**src/rtl/sram_rr_arbiter_pkg.sv**
```systemverilog
// Shared constants and types for the four-port SRAM arbiter.
// One SRAM geometry for the whole slice: a word address, a data word and a per-port latch record.
package sram_arb_pkg;

   localparam int N_PORTS = 4;
   localparam int IDX_W   = 2;
   localparam int ADDR_W  = 20;
   localparam int DATA_W  = 16;
   localparam int PERF_W  = 16;

   typedef enum logic [1:0] {
      IDLE   = 2'd0,
      SETUP  = 2'd1,
      ACCESS = 2'd2,
      DONE   = 2'd3
   } state_t;

   typedef logic [N_PORTS-1:0][ADDR_W-1:0] addr_arr_t;
   typedef logic [N_PORTS-1:0][DATA_W-1:0] data_arr_t;

   // Everything about the granted request that must survive until DONE.
   typedef struct packed {
      logic              write;
      logic [ADDR_W-1:0] addr;
      logic [DATA_W-1:0] wdata;
   } acc_t;

   function automatic logic [N_PORTS-1:0] port_onehot(input logic [IDX_W-1:0] idx);
      logic [N_PORTS-1:0] v;
      v      = '0;
      v[idx] = 1'b1;
      return v;
   endfunction

   function automatic logic [PERF_W-1:0] sat_inc(input logic [PERF_W-1:0] v);
      return (v == {PERF_W{1'b1}}) ? v : v + PERF_W'(1);
   endfunction

endpackage

```
**src/rtl/sram_rr_arbiter_if.sv**
```systemverilog
// CPU-side request/completion bundle for the four arbiter ports.
// master = CPU cluster, slave = arbiter; req/write/addr/wdata held until the port's ready pulse.
interface sram_rr_arbiter_if;
   import sram_arb_pkg::*;

   logic [N_PORTS-1:0] cpu_req;
   logic [N_PORTS-1:0] cpu_write;
   addr_arr_t          cpu_addr;
   data_arr_t          cpu_wdata;
   logic [N_PORTS-1:0] cpu_ready;
   logic [DATA_W-1:0]  cpu_rdata;

   modport master (
      output cpu_req,
      output cpu_write,
      output cpu_addr,
      output cpu_wdata,
      input  cpu_ready,
      input  cpu_rdata
   );

   modport slave (
      input  cpu_req,
      input  cpu_write,
      input  cpu_addr,
      input  cpu_wdata,
      output cpu_ready,
      output cpu_rdata
   );

endinterface

```
**src/rtl/sram_rr_arbiter_rr_pick4.sv**
```systemverilog
// Combinational round-robin pick: first unmasked requester at or after ptr, wrapping 3->0.
// Zero latency; valid=0 when no eligible request.
module rr_pick4
   import sram_arb_pkg::*;
(
   input  logic [N_PORTS-1:0] req,
   input  logic [IDX_W-1:0]   ptr,
   input  logic [N_PORTS-1:0] mask,
   output logic               valid,
   output logic [IDX_W-1:0]   winner
);

   logic [N_PORTS-1:0] elig;

   assign elig = req & ~mask;

   // Scan from the farthest offset down so the nearest eligible port is written last.
   always_comb begin
      valid  = 1'b0;
      winner = ptr;
      for (int i = N_PORTS - 1; i >= 0; i--) begin
         if (elig[ptr + IDX_W'(i)]) begin
            valid  = 1'b1;
            winner = ptr + IDX_W'(i);
         end
      end
   end

endmodule

```
**src/rtl/sram_rr_arbiter.sv**
```systemverilog
// Four-port round-robin arbiter for one async SRAM; ready pulses WAIT_CYCLES+2 cycles after req is sampled.
// Requests wait (held high) while another port owns the SRAM; optional counters under SRAM_ARB_PERF_EN.
module sram_rr_arbiter
   import sram_arb_pkg::*;
#(
   parameter int WAIT_CYCLES = 1
) (
   input  logic              Clk,
   input  logic              Reset,
   sram_rr_arbiter_if.slave  cpu,
   output logic [ADDR_W-1:0] ADDR,
   output logic [DATA_W-1:0] Data_out,
   input  logic [DATA_W-1:0] Data_in,
   output logic              data_oe,
   output logic              CE,
   output logic              UB,
   output logic              LB,
   output logic              OE,
   output logic              WE
`ifdef SRAM_ARB_PERF_EN
   ,
   output logic [N_PORTS-1:0][PERF_W-1:0] grant_cnt,
   output logic [PERF_W-1:0]              conflict_cnt
`endif
);

   localparam int CNT_W = (WAIT_CYCLES > 1) ? $clog2(WAIT_CYCLES) : 1;

   state_t             state_q, state_d;
   logic [CNT_W-1:0]   cnt_q, cnt_d;
   logic [IDX_W-1:0]   winner_q, winner_d;
   logic [IDX_W-1:0]   ptr_q, ptr_d;
   acc_t               acc_q, acc_d;
   logic [DATA_W-1:0]  rdata_q, rdata_d;
   logic [N_PORTS-1:0] ready_q, ready_d;
   logic               ce_q, ce_d;
   logic               bs_q, bs_d;
   logic               oe_q, oe_d;
   logic               we_q, we_d;
   logic               doe_q, doe_d;

   logic [N_PORTS-1:0] pick_mask;
   logic               pick_vld;
   logic [IDX_W-1:0]   pick_idx;

   // The port just finishing in DONE is excluded so a held req cannot win twice in a row.
   assign pick_mask = (state_q == DONE) ? port_onehot(winner_q) : '0;

   rr_pick4 u_pick (
      .req    (cpu.cpu_req),
      .ptr    (ptr_q),
      .mask   (pick_mask),
      .valid  (pick_vld),
      .winner (pick_idx)
   );

   always_comb begin
      state_d  = state_q;
      cnt_d    = cnt_q;
      winner_d = winner_q;
      ptr_d    = ptr_q;
      acc_d    = acc_q;
      rdata_d  = rdata_q;

      unique case (state_q)
         IDLE, DONE: begin
            state_d = IDLE;
            if (pick_vld) begin
               state_d  = SETUP;
               winner_d = pick_idx;
               acc_d    = '{write: cpu.cpu_write[pick_idx],
                            addr:  cpu.cpu_addr[pick_idx],
                            wdata: cpu.cpu_wdata[pick_idx]};
            end
         end
         SETUP: begin
            state_d = ACCESS;
            cnt_d   = CNT_W'(WAIT_CYCLES - 1);
         end
         ACCESS: begin
            if (cnt_q == '0) begin
               state_d = DONE;
               ptr_d   = winner_q + IDX_W'(1);
               if (!acc_q.write)
                  rdata_d = Data_in;
            end else begin
               cnt_d = cnt_q - CNT_W'(1);
            end
         end
         default: state_d = IDLE;
      endcase

      // Strobes are registered from the next state so the SRAM pins never see decode glitches.
      ce_d    = 1'b1;
      bs_d    = 1'b1;
      oe_d    = 1'b1;
      we_d    = 1'b1;
      doe_d   = 1'b0;
      ready_d = '0;
      case (state_d)
         SETUP: begin
            ce_d  = 1'b0;
            bs_d  = 1'b0;
            oe_d  = acc_d.write;
            doe_d = acc_d.write;
         end
         ACCESS: begin
            ce_d  = 1'b0;
            bs_d  = 1'b0;
            oe_d  = acc_d.write;
            we_d  = ~acc_d.write;
            doe_d = acc_d.write;
         end
         DONE: begin
            ce_d    = 1'b0;
            bs_d    = 1'b0;
            doe_d   = acc_d.write;
            ready_d = port_onehot(winner_d);
         end
         default: ;
      endcase
   end

   always_ff @(posedge Clk) begin
      if (Reset) begin
         state_q  <= IDLE;
         cnt_q    <= '0;
         winner_q <= '0;
         ptr_q    <= '0;
         acc_q    <= '0;
         rdata_q  <= '0;
         ready_q  <= '0;
         ce_q     <= 1'b1;
         bs_q     <= 1'b1;
         oe_q     <= 1'b1;
         we_q     <= 1'b1;
         doe_q    <= 1'b0;
      end else begin
         state_q  <= state_d;
         cnt_q    <= cnt_d;
         winner_q <= winner_d;
         ptr_q    <= ptr_d;
         acc_q    <= acc_d;
         rdata_q  <= rdata_d;
         ready_q  <= ready_d;
         ce_q     <= ce_d;
         bs_q     <= bs_d;
         oe_q     <= oe_d;
         we_q     <= we_d;
         doe_q    <= doe_d;
      end
   end

   assign ADDR          = acc_q.addr;
   assign Data_out      = acc_q.wdata;
   assign data_oe       = doe_q;
   assign CE            = ce_q;
   assign UB            = bs_q;
   assign LB            = bs_q;
   assign OE            = oe_q;
   assign WE            = we_q;
   assign cpu.cpu_ready = ready_q;
   assign cpu.cpu_rdata = rdata_q;

`ifdef SRAM_ARB_PERF_EN
   logic [N_PORTS-1:0][PERF_W-1:0] grant_q;
   logic [PERF_W-1:0]              conflict_q;
   logic [N_PORTS-1:0]             elig;
   logic                           arb_now;

   // Contention is judged on the requests actually competing, i.e. after masking the finisher.
   assign elig    = cpu.cpu_req & ~pick_mask;
   assign arb_now = (state_q == IDLE) || (state_q == DONE);

   always_ff @(posedge Clk) begin
      if (Reset) begin
         grant_q    <= '0;
         conflict_q <= '0;
      end else begin
         if (state_q == DONE)
            grant_q[winner_q] <= sat_inc(grant_q[winner_q]);
         if (arb_now && ($countones(elig) >= 2))
            conflict_q <= sat_inc(conflict_q);
      end
   end

   assign grant_cnt    = grant_q;
   assign conflict_cnt = conflict_q;
`endif

   a_we_oe_excl : assert property (@(posedge Clk) disable iff (Reset) !(!WE && !OE));
   a_doe_oe     : assert property (@(posedge Clk) disable iff (Reset) data_oe |-> OE);

endmodule

```
**src/flat_wrapper.sv**
```systemverilog
// flat-port wrapper written by rule: the top's interface ports become plain ports
module sram_rr_arbiter_flat import sram_arb_pkg::*;
#(
   parameter int WAIT_CYCLES = 1
)
  (Clk, Reset, ADDR, Data_out, Data_in, data_oe, CE, UB, LB, OE, WE, cpu_cpu_req, cpu_cpu_write, cpu_cpu_addr, cpu_cpu_wdata, cpu_cpu_ready, cpu_cpu_rdata);
  sram_rr_arbiter_if cpu_i ();
  input  logic Clk;
  input  logic Reset;
  output logic [ADDR_W-1:0] ADDR;
  output logic [DATA_W-1:0] Data_out;
  input  logic [DATA_W-1:0] Data_in;
  output logic data_oe;
  output logic CE;
  output logic UB;
  output logic LB;
  output logic OE;
  output logic WE;
  input wire logic [$bits(cpu_i.cpu_req)-1:0] cpu_cpu_req;
  input wire logic [$bits(cpu_i.cpu_write)-1:0] cpu_cpu_write;
  input wire logic [$bits(cpu_i.cpu_addr)-1:0] cpu_cpu_addr;
  input wire logic [$bits(cpu_i.cpu_wdata)-1:0] cpu_cpu_wdata;
  output wire logic [$bits(cpu_i.cpu_ready)-1:0] cpu_cpu_ready;
  output wire logic [$bits(cpu_i.cpu_rdata)-1:0] cpu_cpu_rdata;
  assign cpu_i.cpu_req = cpu_cpu_req;
  assign cpu_i.cpu_write = cpu_cpu_write;
  assign cpu_i.cpu_addr = cpu_cpu_addr;
  assign cpu_i.cpu_wdata = cpu_cpu_wdata;
  assign cpu_cpu_ready = cpu_i.cpu_ready;
  assign cpu_cpu_rdata = cpu_i.cpu_rdata;
  sram_rr_arbiter #(.WAIT_CYCLES(WAIT_CYCLES)) u_core (.Clk(Clk), .Reset(Reset), .cpu(cpu_i), .ADDR(ADDR), .Data_out(Data_out), .Data_in(Data_in), .data_oe(data_oe), .CE(CE), .UB(UB), .LB(LB), .OE(OE), .WE(WE));
endmodule
```
**config.mk**
```make
export PLATFORM = sky130hd
export DESIGN_NAME = sram_rr_arbiter_flat
export DESIGN_NICKNAME = d
export VERILOG_FILES = /design/src/rtl/sram_rr_arbiter_pkg.sv /design/src/rtl/sram_rr_arbiter_if.sv /design/src/rtl/sram_rr_arbiter_rr_pick4.sv /design/src/rtl/sram_rr_arbiter.sv /design/src/flat_wrapper.sv
export SDC_FILE = /design/constraint.sdc
export NUM_CORES = 1
export LEC_CHECK = 0
export ABC_AREA = 1
export CAP_MARGIN = 40
export CORE_AREA = 2 2 107 109
export DETAILED_ROUTE_END_ITERATION = 8
export DIE_AREA = 0 0 109 111
export PLACE_DENSITY = 0.9
export SLEW_MARGIN = 40
export SYNTH_ARGS = -nofsm -noshare
export SYNTH_HDL_FRONTEND = slang
export SYNTH_SLANG_ARGS = --single-unit
```
**constraint.sdc**
```tcl
create_clock -name Clk -period 2.46 [get_ports Clk]
set_input_delay 0.615 -clock Clk [delete_from_list [all_inputs] [get_ports Clk]]
set_output_delay 0.615 -clock Clk [all_outputs]
set_load 0.01 [all_outputs]
```
==> summary.md <==
| Metric | Value |
|---|---|
| Final setup fails | `0` |
| Vias in the first global route | `4685` |
| First drt pass iteration count | `5` |
| Largest net degree at the start of global routing | `38` |
| Worst-path cell chain | `clkdlybuf4s50_1, nand3_1, nand2_2, nand2_1, nand2_2, inv_2, o21ai_1, nand3_2, nand2_4, buf_12, inv_2, nand2_1, nand2_1, a21oi_1, nor2_1` |
| Post-cts resize count | `0` |
| Post-Syn Nets | `822` |
| Max_slew headroom | `0.696` |
| Crit share post-route | `0.924` |
| Worst Setup End Kind | `register` |
| Peak Freq | `about 440 MHz` |
| Drt initial violations | `480` |
| Leading cell type in the layout, fill and taps excluded | `clkdlybuf4s50_1` |
| CP startpoint kind | `primary input` |
| Clk sinks | `67` |
| Via count | `around 5000` |
| Global-route wire length before repair | `21900 um` |
| Status | `finished clean` |
| Post-route antenna net violation count | `0` |
| Area share of the leading cell type in the synthesized netlist | `0.323` |
| Sequential share of the synthesized area | `0.323` |
| Fraction of layout cells with a size suffix above 1 | `0.0840` |
| Antenna cells | `0` |
| Post-synth cell types | `24` |
| Routed vias/inst | `5.04` |
| Final min period | `about 2.3 ns` |
| Clock transition at path regs | `0.06 ns` |
| Seq cells post-synth | `67` |
| Power Dens Cells | `1430 mW/mm2` |
| Worst Hold Class | `reg -> reg` |
| Clk_lat worst skew | `0.33 ns` |
| CTS tree | `done` |
| Number of post-CTS setup repair buffers | `0` |
| Actual slew at the worst max-slew pin | `0.456 ns` |
| Clock Skew | `approximately 0.0081 ns` |
| Peak supply drop | `0.000752 V` |
| Global Route Usage Sum | `0.227` |
| Total gr overflow | `0` |
| Synth Instances | `about 640` |
| Crit path max fanout | `11` |
| Routed WL | `14400 um` |
| Max incr delay on CP | `0.47 ns` |
| Yosys warnings | `0` |
| Full die area | `0.0121 mm2` |
| Hold Slack | `0.470 ns` |
| Worst setup margin | `between 0.15 and 0.2 ns` |
| Hold-fix buffers at CTS | `0` |
| Nets | `1018` |
| Chip width | `109 um` |
| Cell row count | `39` |
| Crit-path most repeated cell | `nand2_1` |
| Initial Util | `0.374` |
| Max-cap violations | `0` |
| Max Buffers Root-to-Sink | `2` |
| LEAKAGE | `2.96 nW` |
| Drt wl/cell | `14.6 um` |
| DRC errors left | `0` |
| Routability cong. | `0.844` |
| Final HPWL DP | `10500 um` |
| Synth area leader | `dfxtp_1` |
| Area delta synth->final | `64.9%` |
| RSZ-0062 raised after global routing | `false` |
| Synth top area cells | `dfxtp_1 (32%), nand3_1 (18%), nand2_1 (14%)` |
| Critical Path Slowest Stage Cell | `clkdlybuf4s50_1` |
| TritonCTS Buffers | `9` |
| H-tree depth | `3` |
| Root Driver | `clkbuf_16` |
| CP arrival | `2.49 ns` |
| Most frequent cells in the layout | `clkdlybuf4s50_1 (231), nand2_1 (151), nand3_1 (146)` |
| Place WS | `-0.168 ns` |
| Final max-slew violation count | `0` |
| Worst Path Required | `2.68 ns` |
| Port Buffers | `231` |
| Mapped cell area | `around 0.0041 mm2` |
| Die height | `111 um` |
| Hold Violations, Final | `0` |
| I/O Pins | `232` |
| Avg Inst Size Synth | `6.44 um2` |
| Core box area | `approximately 0.011 mm2` |
| Crit Path Category | `in -> reg` |
| Initial antenna violation count | `0` |
registers in the layout, summed over array words and instances, names as in the netlist:
| name | cells |
|---|---|
| u_core.ADDR | 20 |
| u_core.CE | 1 |
| u_core.Data_out | 16 |
| u_core.OE | 1 |
| u_core.WE | 1 |
| u_core.acc_q | 1 |
| u_core.cpu.cpu_rdata | 16 |
| u_core.cpu.cpu_ready | 4 |
| u_core.data_oe | 1 |
| u_core.ptr_q | 2 |
| u_core.state_q | 2 |
| u_core.winner_q | 2 |
cells in the mapped netlist:
cell / instances
nand2_2: 3
o21ai_0: 49
inv_1: 16
o21ai_1: 2
inv_4: 1
nand3_2: 2
nor2_1: 61
nand2_1: 153
buf_4: 40
inv_2: 5
nand3_1: 147
ha_1: 8
clkbuf_1: 11
o211ai_1: 1
buf_2: 21
nor3_1: 1
a21oi_1: 41
buf_1: 4
or2_2: 1
nand3b_1: 2
o21ai_2: 1
dfxtp_1: 67
nor3_2: 1
buf_6: 6
layer usage:
| layer | track usage | vias to the layer above | wire, um | share of wire |
|---|---|---|---|---|
| li1 | - | 2483 | - | - |
| met1 | 0.251 | 2236 | 5590 | 0.39 |
| met2 | 0.400 | 238 | 6880 | 0.48 |
| met3 | 0.0764 | 24 | 1620 | 0.11 |
| met4 | 0.0761 | 0 | 294 | 0.020 |
| met5 | 0 | - | 0 | 0 |
final cells by class:
class	count	area, um2
clock buffers	10	239
flip-flops and latches	67	1340
multi-input cells	473	2210
fillers	988	4240
repair buffers	267	2710
clock inverters	6	65.1
inverters	22	87.6
well taps	143	179
cells by family after synthesis:
group,after synthesis,share of synthesized area
buf+inv,104,0.148
flops,67,0.323
fa+ha+maj,8,0.0241
compound gates,94,0.115
simple gates,371,0.389
worst max-delay path, delay by kind of cell:
| family | cells | cell delay [ns] |
|---|---|---|
| simple gates | 9 | 0.92 |
| compound gates | 2 | 0.21 |
| buf+inv | 4 | 0.74 |
stage by stage:
| step | utilization | instances | power, mW | area (um2) | TNS, ns |
|---|---|---|---|---|---|
| floorplan | - | 644 | 6.11 | 4150 | 0 |
| global placement | 0.585 | 971 | 8.14 | 6480 | -1.41 |
| detailed placement | 0.585 | 971 | 8.28 | 6480 | -4.40 |
| CTS | 0.612 | 987 | 9.62 | 6780 | 0 |
| global route | 0.617 | 988 | 10.7 | 6840 | 0 |
| finish | 0.617 | 988 | 9.78 | 6840 | 0 |
final timing paths:
path / end / depth (start not counted) / slack, ns / startpoint
hold reg to reg: u_core.ptr_q[0] / 1 / 0.47 / u_core.winner_q[0]
setup reg to reg: u_core.Data_out[15] / 17 / 0.25 / u_core.winner_q[0]
setup / recovery: u_core.Data_out[15] / 15 / 0.19 / cpu_cpu_req[0]
hold / removal: u_core.ptr_q[0] / 1 / 0.47 / u_core.winner_q[0]
report_power, final:
group	switching, mW	internal [mW]
combinational	3.76	2.96
sequential	0.233	1.52
clock	0.494	0.812
total	4.48	5.30
(Power assumes the default switching activity.)
